**src/rtl/register_file_bypass.sv**
```systemverilog
// Two-read, one-write register file with byte write enables and optional same-cycle write-to-read forwarding.
// Latency: reads are combinational (zero cycles); writes land at the next rising edge of clk.
// Backpressure: none; every write is accepted, and both read ports are always valid.
module register_file_bypass #(
  parameter int                N_BITS   = 32,
  parameter int                N_REGS   = 32,
  parameter int                ZERO_REG = 1,
  parameter int                BYPASS   = 1,
  parameter int                SP_INDEX = 29,
  parameter logic [N_BITS-1:0] SP_RESET = N_BITS'(32'h7FFF_EFFC),
  parameter int                GP_INDEX = 28,
  parameter logic [N_BITS-1:0] GP_RESET = N_BITS'(32'h1000_8000),
  localparam int               ADDR_BITS = (N_REGS > 1) ? $clog2(N_REGS) : 1,
  localparam int               N_BYTES   = (N_BITS >= 8) ? N_BITS / 8 : 1
) (
  input  logic                 clk,
  input  logic                 reset,
  input  logic                 we,
  input  logic [N_BYTES-1:0]   wbe,
  input  logic [ADDR_BITS-1:0] waddr,
  input  logic [N_BITS-1:0]    wdata,
  input  logic [ADDR_BITS-1:0] raddr_a,
  input  logic [ADDR_BITS-1:0] raddr_b,
  output logic [N_BITS-1:0]    rdata_a,
  output logic [N_BITS-1:0]    rdata_b
);

  // Reject configurations that cannot be built as described.
  if (N_BITS < 8 || (N_BITS % 8) != 0) begin : g_bad_width
    $error("register_file_bypass: N_BITS must be a multiple of 8, at least 8");
  end
  if (N_REGS < 2 || (N_REGS & (N_REGS - 1)) != 0) begin : g_bad_regs
    $error("register_file_bypass: N_REGS must be a power of two, at least 2");
  end
  if (SP_INDEX < 0 || SP_INDEX >= N_REGS || (ZERO_REG != 0 && SP_INDEX == 0)) begin : g_bad_sp
    $error("register_file_bypass: SP_INDEX out of range or aliases the zero register");
  end
  if (GP_INDEX < 0 || GP_INDEX >= N_REGS || (ZERO_REG != 0 && GP_INDEX == 0)) begin : g_bad_gp
    $error("register_file_bypass: GP_INDEX out of range or aliases the zero register");
  end

  logic [N_BITS-1:0] regs [N_REGS];

  // Writes to register 0 are dropped when it is hardwired, so its storage stays at its reset value of zero.
  logic wr_en;
  assign wr_en = we && !((ZERO_REG != 0) && (waddr == '0));

  // Forwarding is only live outside reset; during reset the write is discarded, so reads must not show it.
  logic fwd_en;
  assign fwd_en = we && !reset && (BYPASS != 0);

  // Read data: zero register first, then byte-wise merge of the in-flight write over stored contents.
  function automatic logic [N_BITS-1:0] read_port(
    input logic [ADDR_BITS-1:0] addr,
    input logic [N_BITS-1:0]    stored,
    input logic                 fwd,
    input logic [ADDR_BITS-1:0] wr_addr,
    input logic [N_BYTES-1:0]   wr_be,
    input logic [N_BITS-1:0]    wr_data
  );
    logic [N_BITS-1:0] v;
    v = stored;
    if ((ZERO_REG != 0) && (addr == '0)) begin
      v = '0;
    end else if (fwd && (addr == wr_addr)) begin
      for (int k = 0; k < N_BYTES; k++) begin
        if (wr_be[k]) begin
          v[8*k +: 8] = wr_data[8*k +: 8];
        end
      end
    end
    return v;
  endfunction

  // Storage update: synchronous reset loads the pointer values, otherwise byte-enabled write.
  always_ff @(posedge clk) begin
    if (reset) begin
      for (int i = 0; i < N_REGS; i++) begin
        if (i == SP_INDEX) begin
          regs[i] <= SP_RESET;
        end else if (i == GP_INDEX) begin
          regs[i] <= GP_RESET;
        end else begin
          regs[i] <= '0;
        end
      end
    end else if (wr_en) begin
      for (int k = 0; k < N_BYTES; k++) begin
        if (wbe[k]) begin
          regs[waddr][8*k +: 8] <= wdata[8*k +: 8];
        end
      end
    end
  end

  // Both read ports are independent combinational lookups of the same storage.
  always_comb begin
    rdata_a = read_port(raddr_a, regs[raddr_a], fwd_en, waddr, wbe, wdata);
    rdata_b = read_port(raddr_b, regs[raddr_b], fwd_en, waddr, wbe, wdata);
  end

endmodule

```
**config.mk**
```make
export PLATFORM = sky130hd
export DESIGN_NAME = register_file_bypass
export DESIGN_NICKNAME = d
export VERILOG_FILES = /design/src/rtl/register_file_bypass.sv
export SDC_FILE = /design/constraint.sdc
export NUM_CORES = 2
export LEC_CHECK = 0
export BUFFER_PORTS_ARGS = -buffer_cell sky130_fd_sc_hd__buf_4
export CAP_MARGIN = 20
export CELL_PAD_IN_SITES_DETAIL_PLACEMENT = 1
export CELL_PAD_IN_SITES_GLOBAL_PLACEMENT = 2
export CORE_MARGIN = 1.5
export CORE_UTILIZATION = 46
export CTS_CLUSTER_DIAMETER = 200
export DETAILED_ROUTE_END_ITERATION = 8
export GPL_ROUTABILITY_DRIVEN = 0
export PLACE_DENSITY = 0.8
export SETUP_SLACK_MARGIN = 0.2
export SYNTH_ARGS = -nofsm -noshare
export SYNTH_HDL_FRONTEND = slang
export SYNTH_SLANG_ARGS = --single-unit
export TNS_END_PERCENT = 50
```
**constraint.sdc**
```tcl
create_clock -name clk -period 2.8 [get_ports clk]
set_clock_uncertainty 0.2 [all_clocks]
set_input_delay 0.28 -clock clk [delete_from_list [all_inputs] [get_ports clk]]
set_output_delay 0.28 -clock clk [all_outputs]
set_load 0.02 [all_outputs]
```
* Word level (Yosys, flattened, before mapping) *
Memory sizes are Yosys's and may differ from the RTL's.
Cells that the tools add are included.

operators by class
  muxes and demuxes = 33
  equal/unequal tests = 2
  reductions and logical operators = 10

operator list
  operator             number
  two-way mux 32 bit   5
  two-way mux 8 bit    8
  OR reduction 32 bit  1
  two-way mux 1 bit    18
  zero test 5 bit      3
  equality test 5 bit  2
  two-way mux 5 bit    1
  logical AND 1 bit    4
  two-way mux 4 bit    1
  zero test 1 bit      2

storage, ports and cells
  memory bits (writable) = 1024
  bits in registers = 0
  input port bits = 54
  memories = 1
  logic and storage cells = 46
  output and inout port bits = 64

memories
  memory  depth  bits a word  rd ports  clocked after Yosys merged registers in  wr ports  line  text
  regs    32     32           2         0                                        32        42    logic [N_BITS-1:0] regs [N_REGS];

* Logic depth before layout (Yosys ltp) *
  depth in word-level cells = 8
  gate-level depth with buffers = 10
  gate-level depth less buffers = 5

* Worst setup path before layout *
Ideal clock, no wire load.

  path kind = input to output
  start = in raddr_a[0]
  end = out rdata_a[31]
  path slack = 235 ps
  cell stages on the path = 9
  data required time = 2320 ps
  buffers on the path = 4
  data arrival time = 2085 ps
  cells stage by stage = buf_6 > buf_12 > buf_12 > buf_6 > mux2i_1 > a221o_1 > o21ai_1 > a21oi_1 > o31ai_1

between the ends
  longest elaborated chain between the ends = 4
  elaborated cells on any way between the ends = 7
  classes of those cells = eq/ne: 1; mux: 3; reduce/logical: 2; memory: 1

RTL lines
  item                                                              line    text
  from (decl)                                                       22      input logic [ADDR_BITS-1:0] raddr_a,
  memory read (32 x 32 bit) or equality test 5 bit (tied branches)  --
  two-way mux 8 bit or logical AND 1 bit (tied branches)            67, 65
  two-way mux 32 bit                                                65      end else if (fwd && (addr == wr_addr)) begin
  two-way mux 32 bit (*)                                            63      if ((ZERO_REG != 0) && (addr == '0)) begin
  to (decl)                                                         24      output logic [N_BITS-1:0] rdata_a,

Mark *: on every way between the ends. The rest lies on a longest branch, timed or not.

==> flow_summary.toml <==
[status]
outcome = "complete, but fails checks"
failed_checks = "DRC, hold timing, setup timing"

[synth]
synth_seq_cells = 1024
yosysWarningCount = 0
yosysSeqAreaShare_pct = 53.5
synth_edf_count = 1024
synth_cell_type_count = 77
synth_ff_type = "edfxtp_1"
async_flop_share_pct = 0
synth_area_leaders = "edfxtp_1 (53%), mux4_2 (12%), and2_1 (8.1%), mux2i_1 (7.0%), a221oi_1 (2.7%)"
synthCells = 4280
synth.most_common_cell = "edfxtp_1"
syn_area_per_cell_um2 = 13.4
synth.cell_area_um2 = 57500
yosysTopAreaCellShare_pct = 53.5
yosysTopAreaCell = "edfxtp_1"
synth.top_cells.by_count = "edfxtp_1 (1024), and2_1 (747), mux2i_1 (405)"

[cells_and_area]
area_growth_pct = 22.1
reg_top3 = "regs (1024)"
multi_input_area_um2 = 25800
final_net_count = 4863
largest_register = "regs"
n_fill_cell = 11900
regArea_um2 = 30700
largest_reg_flops = 1024
drive_gt1_share_pct = 32.3

[setup_path]
critPathArrivalTime_ps = 2850
required_ps = 2320
crit_slowest_cell = "mux4_2"
cp_common_cell = "mux4_2"
startpoint = "regs[3][21]"
worstPathMaxFanout = 2
cp_cell_sequence = "mux4_2 > mux4_2 > nor2_4 > a211oi_2 > a22o_1 > buf_6"
crit_path_end_kind = "output pin"
worst_path_largest_cell_delay_ps = 520
crit_type = "flop to output pin"
cp-start-kind = "flop"

[routing]
drc_errors = 14
ant_nets = 0
post_drt_wl_per_cell_um = 34.2
via_count = 43500
via_per_inst = 6.65
drtIter0Drc = 5383
routed_wl_um = 224000
drtPass1Iterations = 8

[clock_network]
clk_path_buf_depth = 3
numCtsBuffers = 113
clk_pin_slew_ps = 70
cts_tree = "done"
cts.sinks = 1024
cts-htree-levels = 3
clockRootBuffer = "clkbuf_16"

[global_routing]
grt_max_degree = 157
antenna_found_initial = 5
gr-total-overflow = 0
grt_pass1_vias = 44500
grt_pass1_wl_um = 318000
gr-usage-all-layers_pct = 34.8

[power]
sw_frac_of_total_pct = 27.0
leakagePower_nw = 26.8
max-vdd-ir-drop_mv = 0.513
power.density_nw_per_um2 = 574
seqPwrFrac_pct = 45.1
combPwrFrac_pct = 16.1
p_int_mw = 29.4
p_sw_mw = 10.9
p_clk_share_pct = 38.7

[sta]
fmax_mhz = 301
rsz0062_at_grt = "yes"
fin_ws_ps = -527
hold_ws_ps = -1.72
worst_pin_slew_ps = 1060
maxSlewHeadroom_pct = 29.0
slew_viol_final = 0
min_period_ps = 3330
period_share_pct = 119
hold_viol = 5
setup_viol = 64

[placed_design]
hpwl_um = 158000
portBuffers = 117
place_ws_ps = -276

[die]
dieArea_um2 = 127000
ios = 118
initial_core_util_pct = 46.5
die_w_um = 357
die_height_um = 357
core_region_area_um2 = 124000
rows = 129

[worst_hold_path]
hp-start = "reset"
hold_path_class = "input port to flop"

[run]
cap_viol_max_count = 0
-- cells in the final DEF, fill, tap and decap left out, drive strengths merged, types with 102 or more instances in the layout --
cell type     n
a221oi      181
and2        747
and3        232
buf         764
clkbuf      134
edfxtp     1024
mux2i       405
mux4        305
nor2        149
o21ai       102
or2         112
-- power by group through the flow --
stage          combinational, mW  sequential, mW  clock (mW)
6_report                    6.51            18.2        15.6
3_3_place_gp                5.85            18.4           0
5_1_grt                     6.68            18.3        16.2
3_5_place_dp                5.92            18.5           0
4_1_cts                     6.23            18.2        15.7
2_1_floorplan               3.25            18.2           0
-- timing repair --
| item | in CTS | in global routing |
|---|---|---|
| gates cloned | 0 | 0 |
| setup buffers | 6 | 11 |
| pin swaps | 78 | 73 |
| gates resized for setup | 182 | 112 |
| hold endpoints to repair | 928 | 0 |
| setup endpoints to repair | 64 | 64 |
| hold buffers | 32 | 0 |
-- path summary, 6_finish.rpt --
check,to,cells past startpoint
worst max-delay path,rdata_a[21],6
worst min-delay path,regs[0][18],2
-- layer usage --
metal	GRT usage, %	vias to the layer above	part of all wire [%]
met2	55.3	2664	46
met3	6.89	564	10
met5	0	-	0.021
met1	46.2	22600	39
met4	15.9	4	5.0
li1	-	17700	-
-- worst max-delay path, delay by kind of cell (launching register included) --
family / cells / cell delay, ps
AOI/OAI and AO/OA: 2 / 330
buffers and inverters: 1 / 150
DFF: 1 / 420
muxes: 2 / 1020
and+or+nand+nor: 1 / 170
-- stage by stage --
step / cells / cell area [µm²] / TNS [ps] / power (mW) / util, %
3_3_place_gp: 6282 / 64700 / -7490 / 24.2 / 52.3
3_5_place_dp: 6282 / 64700 / -12190 / 24.4 / 52.3
6_report: 6548 / 70200 / -15980 / 40.3 / 56.7
5_1_grt: 6545 / 70200 / -18190 / 41.2 / 56.7
4_1_cts: 6534 / 69600 / -17380 / 40.1 / 56.3
2_1_floorplan: 4311 / 57600 / 0 / 21.5 / -
-- kinds of logic (layout without fill, tap and decap cells) --
family | count (synthesis) | in the layout | share of synthesized area (%)
AOI/OAI and AO/OA | 632 | 632 | 8.30
xor gates and xnor gates | 10 | 10 | 0.165
buffers and inverters | 429 | 1026 | 3.81
DFF | 1024 | 1024 | 53.5
muxes | 728 | 728 | 19.4
other | 1 | 35 | 0.00652
and+or+nand+nor | 1456 | 1456 | 14.9
-- final cells by class --
type                            count  share of cell area [%]
Tap cell                         1637                    2.92
Clock buffer                      132                    4.19
Multi-Input combinational cell   2858                    36.8
Inverter                           14                  0.0766
Timing Repair Buffer              798                    11.0
Antenna cell                        3                  0.0107
Sequential cell                  1024                    43.8
Clock inverter                     82                    1.21
Note: power is estimated with default switching activity, not from simulation.
